### config.mk
export PLATFORM = sky130hd
export DESIGN_NAME = unified_cache_crossbar
export DESIGN_NICKNAME = d
export VERILOG_FILES = /design/src/rtl/unified_cache_crossbar_pkg.sv /design/src/rtl/unified_cache_crossbar_rr_arbiter.sv /design/src/rtl/unified_cache_crossbar.sv
export SDC_FILE = /design/constraint.sdc
export NUM_CORES = 1
export LEC_CHECK = 0
export CAP_MARGIN = 20
export CORE_AREA = 2 2 302 304
export CTS_BUF_LIST = sky130_fd_sc_hd__clkbuf_8 sky130_fd_sc_hd__clkbuf_16
export CTS_CLUSTER_SIZE = 12
export DETAILED_ROUTE_END_ITERATION = 10
export DIE_AREA = 0 0 304 306
export DONT_BUFFER_PORTS = 1
export SYNTH_ARGS = -nofsm -noshare
export SYNTH_HDL_FRONTEND = slang
export SYNTH_SLANG_ARGS = --single-unit
### constraint.sdc
create_clock -name clk_in -period 12 [get_ports clk_in]
set_input_delay 3 -clock clk_in [delete_from_list [all_inputs] [get_ports clk_in]]
set_output_delay 3 -clock clk_in [all_outputs]
set_load 0.03 [all_outputs]
### src/rtl/unified_cache_crossbar_pkg.sv
// Shared packet layout and sizing helpers for the unified cache crossbar.
//
// Packet layout (PACKET_WIDTH bits):
//   [63]    valid flag (in-band; a packet with this bit low is idle)
//   [62:48] requester port number (only the low port_id_width() bits are decoded)
//   [47:32] payload carried through untouched
//   [31:0]  address; the bank select sits BLOCK_OFFSET_WIDTH bits above bit 0
package unified_cache_crossbar_pkg;

  localparam int PACKET_WIDTH       = 64;
  localparam int PACKET_VALID_POS   = 63;
  localparam int PACKET_ADDR_POS_LO = 0;
  localparam int PACKET_PORT_NUM_LO = 48;

  // One spare bit above the port index so that out-of-range port numbers
  // remain representable and can be rejected instead of aliasing a real port.
  function automatic int port_id_width(input int num_port);
    return $clog2(num_port) + 1;
  endfunction

endpackage

### src/rtl/unified_cache_crossbar_rr_arbiter.sv
// Round-robin arbiter with one-hot grant and an internal pointer register.
// Used for both directions of the crossbar.
//
// Build option: UNIFIED_CACHE_XBAR_CRITICAL_EN -- when defined, requesters
// flagged in prio_in win ahead of the round-robin order (lowest index first)
// and such a win leaves the pointer where it is.
//
// Ports:
//   clk_in, reset_in : clock and synchronous active-high reset
//   req_in           : requesting agents
//   prio_in          : critical-priority flags (ignored without the macro)
//   advance_in       : the granted request is actually taken this cycle
//   grant_out        : one-hot grant, zero when nobody requests
module unified_cache_crossbar_rr_arbiter #(
  parameter int N = 2
) (
  input  logic         clk_in,
  input  logic         reset_in,
  input  logic [N-1:0] req_in,
  input  logic [N-1:0] prio_in,
  input  logic         advance_in,
  output logic [N-1:0] grant_out
);

  localparam int PW = (N > 1) ? $clog2(N) : 1;

  logic [PW-1:0] ptr_q, ptr_d, win_idx;
  logic          found, crit_win;

`ifndef UNIFIED_CACHE_XBAR_CRITICAL_EN
  logic unused_prio;
  assign unused_prio = ^prio_in;
`endif

  always_comb begin
    found     = 1'b0;
    crit_win  = 1'b0;
    win_idx   = '0;
    grant_out = '0;
`ifdef UNIFIED_CACHE_XBAR_CRITICAL_EN
    for (int i = 0; i < N; i++) begin
      if (!found && req_in[i] && prio_in[i]) begin
        found    = 1'b1;
        crit_win = 1'b1;
        win_idx  = PW'(i);
      end
    end
`endif
    // Search starts at the pointer and wraps, so the last winner goes last.
    for (int i = 0; i < N; i++) begin
      if (!found && req_in[(int'(ptr_q) + i) % N]) begin
        found   = 1'b1;
        win_idx = PW'((int'(ptr_q) + i) % N);
      end
    end
    if (found) grant_out[win_idx] = 1'b1;
    ptr_d = ptr_q;
    if (advance_in && found && !crit_win) ptr_d = PW'((int'(win_idx) + 1) % N);
  end

  always_ff @(posedge clk_in) begin
    if (reset_in) ptr_q <= '0;
    else          ptr_q <= ptr_d;
  end

endmodule

### src/rtl/unified_cache_crossbar.sv
// Unified cache crossbar: per-port request FIFOs feeding registered bank
// outputs through per-bank round-robin arbiters, and registered per-port
// return outputs fed from the banks through per-port round-robin arbiters.
//
// Build option: UNIFIED_CACHE_XBAR_CRITICAL_EN -- ports whose request FIFO is
// full are served ahead of round-robin order (see the arbiter).
//
// Ports (W = UNIFIED_CACHE_PACKET_WIDTH_IN_BITS, slice k at [k*W +: W]):
//   clk_in, reset_in            : clock, synchronous active-high reset
//   request_flatted_in          : requester packets, one per port
//   request_ack_flatted_out     : capture pulse per port
//   bank_request_flatted_out    : registered packet per bank
//   bank_request_ack_flatted_in : bank consumed its packet
//   bank_return_flatted_in      : return packets, one per bank
//   bank_return_ack_flatted_out : consume pulse per bank
//   return_flatted_out          : registered return packet per port
//   return_ack_flatted_in       : requester consumed its return packet
module unified_cache_crossbar
  import unified_cache_crossbar_pkg::*;
#(
  parameter int NUM_INPUT_PORT                     = 2,
  parameter int NUM_BANK                           = 4,
  parameter int UNIFIED_CACHE_PACKET_WIDTH_IN_BITS = PACKET_WIDTH,
  parameter int QUEUE_DEPTH                        = 4,
  parameter int BLOCK_OFFSET_WIDTH                 = 6
) (
  input  logic                                                   clk_in,
  input  logic                                                   reset_in,
  input  logic [NUM_INPUT_PORT*UNIFIED_CACHE_PACKET_WIDTH_IN_BITS-1:0] request_flatted_in,
  output logic [NUM_INPUT_PORT-1:0]                              request_ack_flatted_out,
  output logic [NUM_BANK*UNIFIED_CACHE_PACKET_WIDTH_IN_BITS-1:0] bank_request_flatted_out,
  input  logic [NUM_BANK-1:0]                                    bank_request_ack_flatted_in,
  input  logic [NUM_BANK*UNIFIED_CACHE_PACKET_WIDTH_IN_BITS-1:0] bank_return_flatted_in,
  output logic [NUM_BANK-1:0]                                    bank_return_ack_flatted_out,
  output logic [NUM_INPUT_PORT*UNIFIED_CACHE_PACKET_WIDTH_IN_BITS-1:0] return_flatted_out,
  input  logic [NUM_INPUT_PORT-1:0]                              return_ack_flatted_in
);

  localparam int W           = UNIFIED_CACHE_PACKET_WIDTH_IN_BITS;
  localparam int V           = PACKET_VALID_POS;
  localparam int BANK_SEL_W  = $clog2(NUM_BANK);
  localparam int BANK_SEL_LO = PACKET_ADDR_POS_LO + BLOCK_OFFSET_WIDTH;
  localparam int PORT_ID_W   = port_id_width(NUM_INPUT_PORT);
  localparam int QPW         = $clog2(QUEUE_DEPTH);
  localparam int CNT_W       = QPW + 1;

  logic [W-1:0]     fifo_mem_q [NUM_INPUT_PORT][QUEUE_DEPTH];
  logic [W-1:0]     fifo_mem_d [NUM_INPUT_PORT][QUEUE_DEPTH];
  logic [QPW-1:0]   wr_ptr_q [NUM_INPUT_PORT], wr_ptr_d [NUM_INPUT_PORT];
  logic [QPW-1:0]   rd_ptr_q [NUM_INPUT_PORT], rd_ptr_d [NUM_INPUT_PORT];
  logic [CNT_W-1:0] count_q  [NUM_INPUT_PORT], count_d  [NUM_INPUT_PORT];
  logic [W-1:0]     bank_out_q [NUM_BANK], bank_out_d [NUM_BANK];
  logic [W-1:0]     ret_out_q [NUM_INPUT_PORT], ret_out_d [NUM_INPUT_PORT];

  logic [W-1:0] req_pkt [NUM_INPUT_PORT];
  logic [W-1:0] head    [NUM_INPUT_PORT];
  logic [W-1:0] ret_pkt [NUM_BANK];

  logic [NUM_INPUT_PORT-1:0] head_valid, fifo_full, push, pop, ret_load_ok;
  logic [NUM_BANK-1:0]       bank_load_ok, bank_ret_ack;
  logic [NUM_BANK-1:0][NUM_INPUT_PORT-1:0] bank_req, bank_grant;
  logic [NUM_INPUT_PORT-1:0][NUM_BANK-1:0] ret_req, ret_grant;

  always_comb begin
    head_valid   = '0;
    fifo_full    = '0;
    push         = '0;
    ret_load_ok  = '0;
    bank_load_ok = '0;
    bank_req     = '0;
    ret_req      = '0;
    req_pkt      = '{default: '0};
    head         = '{default: '0};
    ret_pkt      = '{default: '0};
    for (int p = 0; p < NUM_INPUT_PORT; p++) begin
      req_pkt[p]     = request_flatted_in[p*W +: W];
      head[p]        = fifo_mem_q[p][rd_ptr_q[p]];
      head_valid[p]  = count_q[p] != '0;
      // A full FIFO refuses capture even if it pops in the same cycle.
      fifo_full[p]   = count_q[p] == CNT_W'(QUEUE_DEPTH);
      push[p]        = req_pkt[p][V] && !fifo_full[p];
      ret_load_ok[p] = !ret_out_q[p][V] || return_ack_flatted_in[p];
    end
    for (int b = 0; b < NUM_BANK; b++) begin
      ret_pkt[b]      = bank_return_flatted_in[b*W +: W];
      bank_load_ok[b] = !bank_out_q[b][V] || bank_request_ack_flatted_in[b];
    end
    for (int b = 0; b < NUM_BANK; b++)
      for (int p = 0; p < NUM_INPUT_PORT; p++)
        bank_req[b][p] = head_valid[p] &&
                         head[p][BANK_SEL_LO +: BANK_SEL_W] == BANK_SEL_W'(b);
    // Out-of-range port numbers match no port, so that bank's return stalls.
    for (int p = 0; p < NUM_INPUT_PORT; p++)
      for (int b = 0; b < NUM_BANK; b++)
        ret_req[p][b] = ret_pkt[b][V] &&
                        ret_pkt[b][PACKET_PORT_NUM_LO +: PORT_ID_W] == PORT_ID_W'(p);
  end

  for (genvar gb = 0; gb < NUM_BANK; gb++) begin : g_bank_arb
    unified_cache_crossbar_rr_arbiter #(.N(NUM_INPUT_PORT)) u_arb (
      .clk_in    (clk_in),
      .reset_in  (reset_in),
      .req_in    (bank_req[gb]),
      .prio_in   (fifo_full),
      .advance_in(bank_load_ok[gb]),
      .grant_out (bank_grant[gb])
    );
  end

  for (genvar gp = 0; gp < NUM_INPUT_PORT; gp++) begin : g_ret_arb
    unified_cache_crossbar_rr_arbiter #(.N(NUM_BANK)) u_arb (
      .clk_in    (clk_in),
      .reset_in  (reset_in),
      .req_in    (ret_req[gp]),
      .prio_in   ('0),
      .advance_in(ret_load_ok[gp]),
      .grant_out (ret_grant[gp])
    );
  end

  always_comb begin
    fifo_mem_d   = fifo_mem_q;
    wr_ptr_d     = wr_ptr_q;
    rd_ptr_d     = rd_ptr_q;
    count_d      = count_q;
    bank_out_d   = bank_out_q;
    ret_out_d    = ret_out_q;
    pop          = '0;
    bank_ret_ack = '0;
    for (int b = 0; b < NUM_BANK; b++) begin
      if (bank_request_ack_flatted_in[b]) bank_out_d[b][V] = 1'b0;
      for (int p = 0; p < NUM_INPUT_PORT; p++) begin
        if (bank_load_ok[b] && bank_grant[b][p]) begin
          bank_out_d[b] = head[p];
          pop[p]        = 1'b1;
        end
      end
    end
    for (int p = 0; p < NUM_INPUT_PORT; p++) begin
      if (return_ack_flatted_in[p]) ret_out_d[p][V] = 1'b0;
      for (int b = 0; b < NUM_BANK; b++) begin
        if (ret_load_ok[p] && ret_grant[p][b]) begin
          ret_out_d[p]    = ret_pkt[b];
          bank_ret_ack[b] = 1'b1;
        end
      end
      if (push[p]) begin
        fifo_mem_d[p][wr_ptr_q[p]] = req_pkt[p];
        wr_ptr_d[p] = wr_ptr_q[p] + 1'b1;
      end
      if (pop[p]) rd_ptr_d[p] = rd_ptr_q[p] + 1'b1;
      count_d[p] = count_q[p] + CNT_W'(push[p]) - CNT_W'(pop[p]);
    end
  end

  always_ff @(posedge clk_in) begin
    if (reset_in) begin
      for (int p = 0; p < NUM_INPUT_PORT; p++) begin
        wr_ptr_q[p]  <= '0;
        rd_ptr_q[p]  <= '0;
        count_q[p]   <= '0;
        ret_out_q[p] <= '0;
      end
      for (int b = 0; b < NUM_BANK; b++) bank_out_q[b] <= '0;
    end else begin
      wr_ptr_q   <= wr_ptr_d;
      rd_ptr_q   <= rd_ptr_d;
      count_q    <= count_d;
      ret_out_q  <= ret_out_d;
      bank_out_q <= bank_out_d;
    end
  end

  // Storage needs no reset: entries are only read when the count says so.
  always_ff @(posedge clk_in) fifo_mem_q <= fifo_mem_d;

  always_comb begin
    request_ack_flatted_out     = reset_in ? '0 : push;
    bank_return_ack_flatted_out = reset_in ? '0 : bank_ret_ack;
    bank_request_flatted_out    = '0;
    return_flatted_out          = '0;
    for (int b = 0; b < NUM_BANK; b++) bank_request_flatted_out[b*W +: W] = bank_out_q[b];
    for (int p = 0; p < NUM_INPUT_PORT; p++) return_flatted_out[p*W +: W] = ret_out_q[p];
  end

endmodule

==> out/results.ini <==
[placed_design]
placed_cells = 3671
gp_congestion = 0.955
post-place-ws_ns = 3.47
place.port_buffers = 0
dp_hpwl_um = 92500

[sta]
tightestPinTransition_ns = 1.11
finalHoldViolations = 0
hold_ws_ns = 0.488
min_period_over_period_pct = 71.1
post-route-min-period_ns = 8.54
rsz0062_at_grt = no
drv_slew = 0
finalSetupTns_ns = 0
relSlewSlack_pct = 26.0
clock_skew_ns = 0.0272
setup_viol = 0
finalWorstSetupSlack_ns = 3.46
clock.fmax_mhz = 117

[setup_path]
cp-end-kind = output pin
crit_fanout = 22
crit_arrival_ns = 5.54
path_class = in -> out
start_kind = input port
rrSetupSlack_ns = 7.52
rr_worst_depth = 12
cp.required_ns = 9.00
r2r-start = g_ret_arb[0].u_arb.ptr_q[0]
regToRegEndpoint = return_flatted_out[6]

[yosys]
yosysUniqueCellTypes = 64
yosysWarnings = 0
ys_seq_elements = 918
synth_edf_count = 512
synth-async-reset-ratio_pct = 0
synth_area_leaders = edfxtp_1 41%, dfxtp_1 22%, mux4_2 7.8%
yosysTopAreaCell = edfxtp_1
synth_nets = 3105
yosys-top-cells-count = 512 x edfxtp_1, 406 x dfxtp_1, 298 x a22o_1
synth-seq-area-share_pct = 62.6
postSynthCellCount = 2691
syn_area_per_cell_um2 = 14.0
yosysTopAreaCellShare_pct = 40.9
syn_area_mm2 = 0.0376
synthFlopType = edfxtp_1
yosysMostFrequentCell = edfxtp_1

[drt]
wl_um = 139000
firstDrtPassIters = 7
vias = 26399
drc_errors = 0
vias_per_cell = 6.84
ant_nets = 0
wl_per_cell_um = 36.1
drtIter0Drc = 3636

[finish]
register_area_mm2 = 0.0235
area_growth_pct = 11.3
multiInputGateArea_mm2 = 0.0132
drive_above_1_share_pct = 13.7
nets = 3009
layout.cells.non_filler = 3861
n_fill_cell = 7759

[cts]
postCtsSetupRepairBufs = 0
htreeDepth = 3
cts-resized-gates = 0
clock-sinks = 918
numCtsBuffers = 97
holdBufCountCts = 0
clkTransAtPathRegs_ns = 0.06
cts_tree = yes
clock_path_buffers = 3
clk_latency_ns = 0.69
cts-root-buf = clkbuf_16

[worst_hold_path]
hold_end = g_bank_arb[3].u_arb.ptr_q
min_from = g_bank_arb[3].u_arb.ptr_q
min_path_cells = 1
hold_class = reg -> reg

[pwr]
p_leak_uw = 0.0143
power.total_uw = 11100
vdd_drop_max_v = 0.000168
p_per_area_mw_per_mm2 = 266

[die]
dieArea_mm2 = 0.0930
rows = 110
die_y_um = 306
start_util_pct = 41.9
core_mm2 = 0.0896
ios = 782
die_w_um = 304

[status]
status = complete, no violations

[flow_run]
cap_violations = 0

[global_route]
overflow = 0
first_global_vias = 26021
grt_antenna_before_repair = 4
grt_pass1_wl_um = 197000
grt_start_max_net_pins = 173
grt_usage_pct = 29.0

report_power, final:
| part | total, uW | switching (uW) | internal [uW] |
|---|---|---|---|
| logic | 3010 | 1830 | 1180 |
| clock network | 2830 | 1260 | 1570 |
| registers | 5270 | 1320 | 3950 |
logic make-up (layout without fill, tap and decap cells):
family	Yosys count	count (layout)	share of synthesized area (%)
AND/OR/NAND/NOR	422	422	5.25
XOR/XNOR	6	6	0.140
buffers and inverters	271	255	2.82
flip-flops	918	918	62.6
multiplexers	175	175	9.01
other	0	10	0
AO/OA/AOI/OAI	877	877	19.4
adder cells (fa/ha/maj)	22	22	0.773
registers in the layout, indices dropped and copies added (netlist names):
register,cells
wr_ptr_q,4
g_ret_arb.u_arb.ptr_q,4
return_flatted_out,128
count_q,6
bank_request_flatted_out,256
rd_ptr_q,4
g_bank_arb.u_arb.ptr_q,4
fifo_mem_q,512
worst max-delay path: stages:
cell,delay (ns)
nor3b_2,0.46
o22ai_1,0.16
o21ai_0,0.25
nand2_1,0.09
a31oi_1,0.30
ha_2,0.25
nand2_1,0.05
buf_4,0.27
a21oi_1,0.69
cell type report:
class	count	share of cell area (%)
repair buffers	52	1.10
clock inverters	69	0.976
multi-input cells	1502	31.6
flip-flops and latches	918	56.3
diodes	10	0.0599
inverters	24	0.216
well taps	1176	3.52
clock buffers	110	6.24
how the worst max path moves through the flow:
stage          depth (start not counted)                        start                        endpoint
3_3_place_gp                           9  bank_return_flatted_in[113]  bank_return_ack_flatted_out[3]
6_report                               9  bank_return_flatted_in[113]  bank_return_ack_flatted_out[3]
5_1_grt                                9  bank_return_flatted_in[113]  bank_return_ack_flatted_out[3]
2_1_floorplan                         10  bank_return_flatted_in[113]  bank_return_ack_flatted_out[3]
3_5_place_dp                           9  bank_return_flatted_in[113]  bank_return_ack_flatted_out[3]
4_1_cts                                9  bank_return_flatted_in[113]  bank_return_ack_flatted_out[3]
layer usage:
layer | up-vias | routed length, um | track usage, %
li1 | 10727 | - | -
met1 | 13535 | 47400 | 32.6
met2 | 1772 | 65400 | 47.1
met3 | 365 | 17300 | 11.6
met4 | 0 | 9220 | 16.4
met5 | - | 0 | 0
cell usage in the layout, fill, tap and decap left out, types with 4 or more instances in the layout:
cell | netlist | final
a21oi_1 | 30 | 28
a221o_1 | 83 | 83
a222oi_1 | 61 | 61
a22o_1 | 298 | 298
a22oi_1 | 110 | 110
a2bb2oi_1 | 43 | 43
a32o_1 | 83 | 83
and2_1 | 18 | 14
and2_2 | 0 | 4
and3_1 | 14 | 4
and3_4 | 0 | 8
buf_12 | 0 | 4
buf_4 | 0 | 47
clkbuf_16 | 0 | 97
clkbuf_8 | 0 | 13
clkinv_1 | 1 | 7
clkinv_2 | 0 | 9
dfxtp_1 | 406 | 402
dfxtp_4 | 0 | 4
diode_2 | 0 | 10
edfxtp_1 | 512 | 512
ha_1 | 20 | 18
inv_1 | 23 | 66
inv_6 | 0 | 4
mux2i_1 | 43 | 43
mux4_2 | 130 | 130
nand2_1 | 115 | 113
nand2b_1 | 10 | 9
nand3b_1 | 6 | 6
nor2_1 | 170 | 165
nor2_4 | 0 | 5
nor2b_1 | 58 | 58
nor3_1 | 6 | 6
nor4_1 | 5 | 5
o21ai_0 | 91 | 90
o22ai_1 | 41 | 41
or3_1 | 4 | 4
xnor2_1 | 4 | 4
stage by stage:
stage	utilization (%)	cell area, um2
2_1_floorplan	-	37600
3_3_place_gp	43.1	38600
3_5_place_dp	43.2	38700
4_1_cts	46.6	41700
5_1_grt	46.6	41800
6_report	46.6	41800
Power figures use the tool's default switching activity.
